File: config.mk
export PLATFORM = sky130hd
export DESIGN_NAME = pd24_decoder_pipe_flat
export DESIGN_NICKNAME = d
export VERILOG_FILES = /design/src/rtl/pd_pkg.sv /design/src/rtl/pd24_decoder_pipe_if.sv /design/src/rtl/pd_skid_buf.sv /design/src/rtl/pd24_decoder_pipe.sv /design/src/flat_wrapper.sv
export SDC_FILE = /design/constraint.sdc
export NUM_CORES = 1
export LEC_CHECK = 0
export BUFFER_PORTS_ARGS = -buffer_cell sky130_fd_sc_hd__buf_4
export CORE_AREA = 2 2 39 41
export CTS_CLUSTER_SIZE = 30
export DETAILED_ROUTE_END_ITERATION = 12
export DIE_AREA = 0 0 41 43
export GPL_TIMING_DRIVEN = 1
export PLACE_DENSITY = 0.67
export SYNTH_ARGS = -nofsm -noshare
export SYNTH_HDL_FRONTEND = slang
export SYNTH_SLANG_ARGS = --single-unit
File: constraint.sdc
create_clock -name clk -period 3.44 [get_ports clk]
set_input_delay 0.344 -clock clk [delete_from_list [all_inputs] [get_ports clk]]
set_output_delay 0.344 -clock clk [all_outputs]
set_load 0.05 [all_outputs]
File: src/rtl/pd_pkg.sv
// Shared definitions for the pd24 decode path: widths, one-hot decode, occupancy states.
package pd_pkg;

  localparam int unsigned PD_CODE_W = 2;
  localparam int unsigned PD_OUT_W  = 1 << PD_CODE_W;
  localparam int unsigned PD_CNT_W  = 8;

  typedef enum logic [1:0] {
    PD_EMPTY = 2'd0,
    PD_ONE   = 2'd1,
    PD_FULL  = 2'd2
  } pd_state_e;

  // One-hot restore of an encoder word; a word with any=0 decodes to all-zero.
  function automatic logic [PD_OUT_W-1:0] pd_decode(input logic [PD_CODE_W-1:0] code,
                                                    input logic                 any);
    return any ? (PD_OUT_W'(1) << code) : '0;
  endfunction

endpackage

File: src/rtl/pd24_decoder_pipe_if.sv
// Valid/ready bus around the decoder: encoded words in, one-hot vectors out.
interface pd24_decoder_pipe_if
  import pd_pkg::*;
#(
  parameter int unsigned CODE_W = PD_CODE_W
);
  localparam int unsigned OUT_W = 1 << CODE_W;

  logic              in_valid;
  logic              in_ready;
  logic [CODE_W-1:0] in_code;
  logic              in_any;
  logic              out_valid;
  logic              out_ready;
  logic [OUT_W-1:0]  out_y;

  modport slave (
    input  in_valid, in_code, in_any, out_ready,
    output in_ready, out_valid, out_y
  );

  modport master (
    output in_valid, in_code, in_any, out_ready,
    input  in_ready, out_valid, out_y
  );

endinterface

File: src/rtl/pd_skid_buf.sv
// Generic 2-entry valid/ready skid stage; upstream ready depends only on the skid register.
module pd_skid_buf #(
  parameter int unsigned W = 4
) (
  input  logic         clk,
  input  logic         rst,
  input  logic         i_valid,
  output logic         o_ready,
  input  logic [W-1:0] i_data,
  output logic         o_valid,
  input  logic         i_ready,
  output logic [W-1:0] o_data
);

  logic         r_main_v;
  logic [W-1:0] r_main_d;
  logic         r_skid_v;
  logic [W-1:0] r_skid_d;
  logic         w_in_fire;

  assign w_in_fire = i_valid & ~r_skid_v;
  assign o_ready   = ~r_skid_v;
  assign o_valid   = r_main_v;
  assign o_data    = r_main_d;

  // Main refills from skid first to keep FIFO order; skid only catches words during a stall.
  always_ff @(posedge clk) begin
    if (rst) begin
      r_main_v <= 1'b0;
      r_main_d <= '0;
      r_skid_v <= 1'b0;
      r_skid_d <= '0;
    end else if (!r_main_v || i_ready) begin
      if (r_skid_v) begin
        r_main_d <= r_skid_d;
        r_main_v <= 1'b1;
        r_skid_v <= 1'b0;
      end else if (w_in_fire) begin
        r_main_d <= i_data;
        r_main_v <= 1'b1;
      end else begin
        r_main_v <= 1'b0;
      end
    end else if (w_in_fire) begin
      r_skid_d <= i_data;
      r_skid_v <= 1'b1;
    end
  end

endmodule

File: src/rtl/pd24_decoder_pipe.sv
// Registered 2-to-4 one-hot decoder behind a 2-entry skid buffer.
// Optional per-line saturating hit counters enabled by PD24_HITCNT_EN.
module pd24_decoder_pipe
  import pd_pkg::*;
#(
  parameter int unsigned CODE_W = PD_CODE_W
`ifdef PD24_HITCNT_EN
  , parameter int unsigned CNT_W = PD_CNT_W
`endif
) (
  input  logic                     clk,
  input  logic                     rst,
  pd24_decoder_pipe_if.slave       bus
`ifdef PD24_HITCNT_EN
  , output logic [(1 << CODE_W)*CNT_W-1:0] hit_cnt
`endif
);

  localparam int unsigned OUT_W = 1 << CODE_W;

  logic [OUT_W-1:0] w_dec;

  // Decode ahead of storage so only one-hot (or all-zero) vectors are ever held.
  assign w_dec = bus.in_any ? (OUT_W'(1) << bus.in_code) : '0;

  pd_skid_buf #(
    .W(OUT_W)
  ) u_skid (
    .clk     (clk),
    .rst     (rst),
    .i_valid (bus.in_valid),
    .o_ready (bus.in_ready),
    .i_data  (w_dec),
    .o_valid (bus.out_valid),
    .i_ready (bus.out_ready),
    .o_data  (bus.out_y)
  );

`ifdef PD24_HITCNT_EN
  logic [CNT_W-1:0] r_cnt [OUT_W];
  logic             w_out_fire;

  assign w_out_fire = bus.out_valid & bus.out_ready;

  // Count delivered words per line, holding at the maximum value.
  always_ff @(posedge clk) begin
    if (rst) begin
      for (int i = 0; i < OUT_W; i++) r_cnt[i] <= '0;
    end else if (w_out_fire) begin
      for (int i = 0; i < OUT_W; i++) begin
        if (bus.out_y[i] && (r_cnt[i] != {CNT_W{1'b1}})) r_cnt[i] <= r_cnt[i] + CNT_W'(1);
      end
    end
  end

  always_comb begin
    hit_cnt = '0;
    for (int i = 0; i < OUT_W; i++) hit_cnt[i*CNT_W +: CNT_W] = r_cnt[i];
  end
`endif

endmodule

File: src/flat_wrapper.sv
// flat-port wrapper written by rule: the top's interface ports become plain ports
module pd24_decoder_pipe_flat import pd_pkg::*;
#(
  parameter int unsigned CODE_W = PD_CODE_W

)
  (clk, rst, bus_in_valid, bus_in_code, bus_in_any, bus_out_ready, bus_in_ready, bus_out_valid, bus_out_y);
  pd24_decoder_pipe_if #(.CODE_W(CODE_W)) bus_i ();
  input  logic clk;
  input  logic rst;
  input wire logic [$bits(bus_i.in_valid)-1:0] bus_in_valid;
  input wire logic [$bits(bus_i.in_code)-1:0] bus_in_code;
  input wire logic [$bits(bus_i.in_any)-1:0] bus_in_any;
  input wire logic [$bits(bus_i.out_ready)-1:0] bus_out_ready;
  output wire logic [$bits(bus_i.in_ready)-1:0] bus_in_ready;
  output wire logic [$bits(bus_i.out_valid)-1:0] bus_out_valid;
  output wire logic [$bits(bus_i.out_y)-1:0] bus_out_y;
  assign bus_i.in_valid = bus_in_valid;
  assign bus_i.in_code = bus_in_code;
  assign bus_i.in_any = bus_in_any;
  assign bus_i.out_ready = bus_out_ready;
  assign bus_in_ready = bus_i.in_ready;
  assign bus_out_valid = bus_i.out_valid;
  assign bus_out_y = bus_i.out_y;
  pd24_decoder_pipe #(.CODE_W(CODE_W)) u_core (.clk(clk), .rst(rst), .bus(bus_i));
endmodule
==> results of run 1 <==
[kinds of logic after synthesis]
logic type / Yosys count
mux: 5
buf+inv: 3
simple gates: 20
compound gates: 9
flops: 10
[registers in the layout (all words and copies together) (netlist names)]
name	count
u_core.u_skid.r_skid_d	4
u_core.u_skid.o_valid	1
u_core.u_skid.r_skid_v	1
u_core.u_skid.o_data	4
[through the flow]
| stage | worst slack [ns] | hold slack [ns] |
|---|---|---|
| 2_1_floorplan | 2.047 | 0.4579 |
| 4_1_cts | 2.046 | 0.3322 |
| 3_5_place_dp | 2.222 | 0.4852 |
| 6_report | 2.052 | 0.3366 |
| 3_3_place_gp | 2.241 | 0.4801 |
| 5_1_grt | 1.950 | 0.3352 |
[cell type report]
cell class / instances / area (µm²) / share of cell area
Clock buffer: 3 / 22.52 / 0.03982
Inverter: 1 / 3.754 / 0.006637
Tap cell: 16 / 20.02 / 0.03540
Sequential cell: 10 / 200.2 / 0.3540
Timing Repair Buffer: 12 / 90.09 / 0.1593
Multi-Input combinational cell: 34 / 229.0 / 0.4049
[how the worst min path moves through the flow]
| stage | startpoint | endpoint | slack, ns |
|---|---|---|---|
| floorplan | u_core.u_skid.r_skid_d[1]$_SDFFE_PP0P_ | u_core.u_skid.o_data[1]$_SDFFE_PP0P_ | 0.46 |
| global placement | u_core.u_skid.r_skid_d[3]$_SDFFE_PP0P_ | u_core.u_skid.r_skid_d[3]$_SDFFE_PP0P_ | 0.48 |
| detailed placement | u_core.u_skid.r_skid_d[0]$_SDFFE_PP0P_ | u_core.u_skid.r_skid_d[0]$_SDFFE_PP0P_ | 0.49 |
| CTS | rst | u_core.u_skid.o_valid$_SDFFE_PP0P_ | 0.33 |
| global route | rst | u_core.u_skid.r_skid_d[3]$_SDFFE_PP0P_ | 0.34 |
| finish | rst | u_core.u_skid.o_valid$_SDFFE_PP0P_ | 0.34 |
[routing by layer]
| layer | vias to the layer above | share of wire |
|---|---|---|
| li1 | 195 | - |
| met1 | 162 | 0.46 |
| met2 | 11 | 0.45 |
| met3 | 0 | 0.088 |
| met4 | 0 | 0 |
| met5 | - | 0 |
[cell usage after synthesis (2+ instances only)]
cell,count
sky130_fd_sc_hd__a311oi_1,2
sky130_fd_sc_hd__nand2_1,6
sky130_fd_sc_hd__and3b_1,2
sky130_fd_sc_hd__a21oi_1,5
sky130_fd_sc_hd__nor2_1,5
sky130_fd_sc_hd__dfxtp_1,10
sky130_fd_sc_hd__mux2i_1,5
[power groups by stage]
stage / logic (W) / clock network (W) / registers (W)
after detailed placement: 0.0000489 / 0 / 0.000126
after floorplan: 0.0000190 / 0 / 0.000141
final: 0.0000486 / 0.0000760 / 0.000124
after global placement: 0.0000487 / 0 / 0.000126
after CTS: 0.0000491 / 0.0000782 / 0.000124
after global routing: 0.0000532 / 0.0000845 / 0.000124
[placed cells by master, fill, tap and decap left out, drive strengths merged]
cell type and count:
a211oi 1, nor2 5, buf 12, and2 1
nand2 6, clkbuf 3, and3b 2, or2 1
and3 1, a311oi 3, nor3 1, inv 1
mux2i 5, nor3b 1, a21oi 5, and4bb 1
nand2b 1, dfxtp 10
==> metrics.txt, run 1 <==
result of the run=completed; number of standard-cell rows in the floorplan=14; sequential share of power=0.498; final critical-path required period=approximately 1.4 ns; cell-internal power=0.0001801 W; asr flop ratio synth=0; Fill cells=149; FF+latch count, synth=10; overall fraction of global-route tracks in use=0.1212; area of the die=1763 µm²; clock-pin slew on the worst setup and hold paths=0.06 ns; cell depth of the worst setup path=2; final standard cell utilization of the core=0.4087; TritonCTS buffer count=3; peak-usage layer in the global routing report=met2; last element of the critical path=bus_in_ready; Final Skew=around 0.0041 ns; final routed wire length divided by cell count=10.96 µm; Resized Gates After CTS=0; total standard cell area after synthesis=445.4 µm²; required arrival time at the worst endpoint=between 3 and 4 ns; Synth top area share=0.4494; count of TritonRoute iterations in the first routing pass=6; GR Util met1=0.1574; Switching Power=0.00006799 W; number of pins exceeding their max-slew limit in the final report=0; number of routed nets with antenna violations=0; kind of start point of the critical path=flip-flop; layout cell share with drive strength beyond 1=0.3167; post-route DRC violation count=0; part of the power in combinational logic=0.196; Clock Path Buffers=2; count of port buffers added during placement=12; fmax=approximately 720 MHz; first-pass GRT wire length=1449 µm; EDFF count, synth=0; P_leak=between 0.2 and 0.25 nW; WHS Path Cells=2; xor and xnor area share after synthesis=0; Starting Density=0.3219; area fraction in compound gates after synthesis=0.1461; hold-fix buffers at CTS=0; met3 capacity usage during global routing=0.03141; cell at the slowest stage of the critical path=sky130_fd_sc_hd__dfxtp_1; RR Startpoint=u_core.u_skid.r_skid_v$_SDFFE_PP0P_; per-cell via count in the routed design=4.842; met2 layer usage reported by global route=0.1688; grt total ovfl=0; reg2reg path depth=3; final instance count without filler cells=76; CP max FO=7; PwrDens=approximately 440 nW/µm²; category of the most critical setup path=reg -> out; most area-hungry cell type in the Yosys netlist=sky130_fd_sc_hd__dfxtp_1; number of nets in the synthesized netlist=54; yosys warns=0; source of the critical timing path=u_core.u_skid.r_skid_v$_SDFFE_PP0P_; final wirelength=833 µm; Worst-Margin Slew=0.2775 ns; violation count after the first detailed-routing iteration=8; post-synthesis average cell area=9.477 µm²; most used flip-flop cell after synthesis=sky130_fd_sc_hd__dfxtp_1; TritonCTS clock tree=yes; Skew-Pair Late Insertion Delay=~0.25 ns; total number of H-tree levels=1; cells traversed along the worst timing path=inv_1 -> buf_4; worst hold-check path type=in -> reg; routability cong.=0.7147; destination of the worst register-to-register timing path=u_core.u_skid.o_data[2]$_SDFFE_PP0P_; cell count after placement=between 70 and 80; Tot Pwr=0.0002481 W; slack of the worst reg-to-reg path=2.29 ns; finished layout cell area=565.5 µm²; switching share of power=0.2740; Synth area leaders=sky130_fd_sc_hd__dfxtp_1 45%, sky130_fd_sc_hd__mux2i_1 11%, sky130_fd_sc_hd__a21oi_1 5.6%, sky130_fd_sc_hd__nand2_1 5.1%, sky130_fd_sc_hd__nor2_1 4.2%; HPWL after DPL=roughly 660 µm; simple-gate portion of the synthesized area=0.2556; initial antenna violation count=0; Chip Width=41 µm; # clock sinks=10; library cells used by synthesis=19; number of global-route vias before repair=347; post-synthesis cell count=47; total of endpoints with negative setup slack in the final report=0; Die Y=43 µm; CTS root buffer=sky130_fd_sc_hd__clkbuf_4; io pins=13; Area growth syn-to-layout=26.97%; antenna diode instance count=0; vias after detailed routing=368; adder-cell share of the synthesized area=0; nature of the critical path endpoint=output port; part of the power in the clock network=0.306; net total in the final layout=69; Max IR drop VDD=0.0001568 V; setup repair after global routing missed its margin=no; Hold Violations, Final=0; max-slew headroom at the worst pin=0.8146; multiplexer share of the synthesized area=0.1124; post-placement cell area=543.0 µm²; CP delay by family, top=flip-flops; largest family of logic cells by synthesized area=simple AND/OR/NAND/NOR gates; core footprint=1384 µm²; part of the cycle the worst path needs=0.4034; slowest cell delay on critical path=0.43 ns; max cap viols=0; sum of negative setup slack=0 ns; post-CTS repair timing setup buffer count=0; worst path buffer plus inverter count=2; Seq/Total Area, Yosys=0.4494; maximum number of pins on one net before global-route repair=11; arrival time worst endpoint=1.04 ns
(Power assumes the default switching activity.)
==> run 2, diff against run 1 <==
PLACE_DENSITY = 0.69   (was 0.67)
clock period = 1.12 ns   (was 3.44 ns; I/O delays follow)
==> run 2 against run 1 <==
Total power rose to 3.3 times the previous value; largest power group unchanged; the flow now finishes with violations (negative setup slack); flip-flop and latch count did not move; global-route usage rose by 1.1 points; setup slack got worse by 2.1 ns; final cell count rose by 5.3%; sequential share of layout area fell by 2.5 points; via count rose by 6.5%.
==> metrics.txt, run 2 (synthesized netlist as in run 1, its figures left out) <==
clock-pin slew on the worst setup and hold paths=0.07 ns (about the same); initial antenna violation count=0 (unchanged); part of the power in combinational logic=0.205 (+0.009); area occupied by multi-input gates=246.5 µm² (+7.6%); Die Y=43 µm (unchanged); category of the most critical setup path=reg -> out; slowest cell delay on critical path=0.36 ns (-0.07 ns); maximum number of pins on one net before global-route repair=11 (unchanged); top library cells by usage in the layout, fill and taps aside=13 x sky130_fd_sc_hd__buf_4, 8 x sky130_fd_sc_hd__dfxtp_1, 6 x sky130_fd_sc_hd__nand2_1; most common cell after layout, fill and taps aside=sky130_fd_sc_hd__buf_4; overall fraction of global-route tracks in use=0.1318 (+0.01058); cell at the slowest stage of the critical path=sky130_fd_sc_hd__dfxtp_4; # clock sinks=10 (unchanged); count of TritonRoute iterations in the first routing pass=4 (-2); cells traversed along the worst timing path=buf_6 -> clkinvlp_4 -> buf_8; antenna diode instance count=0 (unchanged); final critical-path required period=1.126 ns; number of standard-cell rows in the floorplan=14 (unchanged); required arrival time at the worst endpoint=1.01 ns (-2.09 ns); fmax=887.9 MHz; worst path buffer plus inverter count=3 (+1); net total in the final layout=72 (+4.3%); vias after detailed routing=392 (+6.5%); Skew-Pair Late Insertion Delay=0.27 ns (+0.02 ns); area of the die=1763 µm² (unchanged); P_leak=0.2562 nW (+10%); total number of H-tree levels=1 (unchanged); violation count after the first detailed-routing iteration=5 (-3); number of global-route vias before repair=347 (unchanged); number of pins exceeding their max-slew limit in the final report=0 (unchanged); source of the critical timing path=u_core.u_skid.r_skid_v$_SDFFE_PP0P_; TritonCTS buffer count=3 (unchanged); sequential share of power=0.465 (-0.033); Final Skew=0.009197 ns (+0.005112 ns); per-cell via count in the routed design=4.900 (+1.2%); met3 wire length=60 µm (-18%); Chip Width=41 µm (unchanged); wire length on met2=381 µm (+1.1%); grt total ovfl=0 (unchanged); top layer used by detailed routing=met4; core footprint=1384 µm² (unchanged); violations in the final reports=negative setup slack; Hold Violations, Final=0 (unchanged); first-pass GRT wire length=1462 µm (+0.90%); Clock Path Buffers=2 (unchanged); FF/Latch Area=207.7 µm² (+3.7%); max-slew headroom at the worst pin=0.8240 (+0.009464); part of the cycle the worst path needs=1.006; setup ws final=-0.006261 ns (-2.059 ns); count of port buffers added during placement=12 (unchanged); CP max FO=4 (-3); max cap viols=0 (unchanged); Fill cells=143 (-4.0%); arrival time worst endpoint=1.01 ns (-0.03 ns); Starting Density=0.3219 (unchanged); Worst-Margin Slew=0.2634 ns (-0.01417 ns); kind of start point of the critical path=flip-flop; cell-internal power=0.0005729 W (+220%); CP delay by family, top=buffers and inverters; final standard cell utilization of the core=0.4566 (+0.04792); worst hold-check path type=in -> reg; post-route DRC violation count=0 (unchanged); result of the run=finished with violations; post-placement cell area=561.8 µm² (+3.5%); Switching Power=0.0002365 W (+250%); setup repair after global routing missed its margin=yes; finished layout cell area=631.9 µm² (+12%); Area growth syn-to-layout=41.85%; part of the power in the clock network=0.329 (+0.023); HPWL after DPL=629.3 µm (-4.4%); number of routed nets with antenna violations=0 (unchanged); Max IR drop VDD=0.0004128 V (+160%); met1 routed wirelength after detailed routing=501 µm (+31%); io pins=13 (unchanged); routability cong.=0.7424 (+3.9%); RR Startpoint=u_core.u_skid.r_skid_v$_SDFFE_PP0P_; final routed wire length divided by cell count=12.28 µm (+12%); CTS root buffer=sky130_fd_sc_hd__clkbuf_4; origin of the worst min-delay path=rst; nature of the critical path endpoint=output port; PwrDens=1281 nW/µm² (+190%); final wirelength=982 µm (+18%); switching share of power=0.2922 (+0.01819); total of endpoints with negative setup slack in the final report=1 (+1); layout cell share with drive strength beyond 1=0.4375 (+0.1208); TritonCTS clock tree=yes
==> run 2: cell count changes in the layout (fill, tap and decap cells not counted), moves of 2 or more <==
cell / delta
sky130_fd_sc_hd__dfxtp_1: -2
sky130_fd_sc_hd__a311oi_2: +2
sky130_fd_sc_hd__a311oi_1: -2
sky130_fd_sc_hd__dfxtp_4: +2
==> run 2: worst reg2reg max path: stages (launching register included) <==
cell and delay [ns]:
sky130_fd_sc_hd__dfxtp_4 0.36, sky130_fd_sc_hd__or2_4 0.25, sky130_fd_sc_hd__and2_4 0.19, sky130_fd_sc_hd__a311oi_2 0.23
==> run 2: per-stage QoR <==
| stage | cells | worst slack (ns) | hold WS (ns) | power (W) | setup TNS, ns |
|---|---|---|---|---|---|
| 3_3_place_gp | 74 | 0.04563 | 0.3603 | 0.0005353 | 0 |
| 3_5_place_dp | 74 | 0.03911 | 0.3647 | 0.0005363 | 0 |
| 4_1_cts | 80 | -0.006190 | 0.07288 | 0.0008070 | -0.006190 |
| 2_1_floorplan | 47 | -0.0007031 | 0.2850 | 0.0004904 | -0.002811 |
| 6_report | 80 | -0.006261 | 0.09880 | 0.0008094 | -0.006261 |
| 5_1_grt | 80 | -0.05167 | 0.09631 | 0.0008529 | -0.1053 |
==> run 2: timing repair <==
action	in CTS	in global routing
endpoints found under the hold margin	0	0
pin swaps	0	4
endpoints found under the setup margin	1	6
cloned	0	0
resized for setup	3	3
buffers inserted	2	0
hold buffers	0	0
==> run 2: area by class of cell <==
cell class | count | area share
Timing Repair Buffer | 15 | 0.1960
Tap cell | 16 | 0.03168
Sequential cell | 10 | 0.3287
Multi-Input combinational cell | 34 | 0.3901
Inverter | 1 | 0.01188
Clock buffer | 4 | 0.04158
==> run 2: final timing paths <==
path | to | slack, ns | cells after the start
max | bus_in_ready | -0.006 | 3
min | u_core.u_skid.o_valid$_SDFFE_PP0P_ | 0.1 | 2
max reg2reg | u_core.u_skid.o_data[3]$_SDFFE_PP0P_ | 0.01 | 3
min reg2reg | u_core.u_skid.r_skid_d[0]$_SDFFE_PP0P_ | 0.49 | 2
==> run 2: metal layers <==
metal	GRT usage	up-vias
met1	0.1683	172
li1	-	202
met2	0.1531	14
met4	0.1400	0
met3	0.04712	4
met5	0	-
==> run 2: power by group through the flow <==
stage	sequential [W]	clock (W)	combinational (W)
floorplan	0.000430	0	0.0000604
global placement	0.000384	0	0.000151
detailed placement	0.000384	0	0.000152
CTS	0.000377	0.000274	0.000156
global route	0.000379	0.000298	0.000176
finish	0.000377	0.000267	0.000166
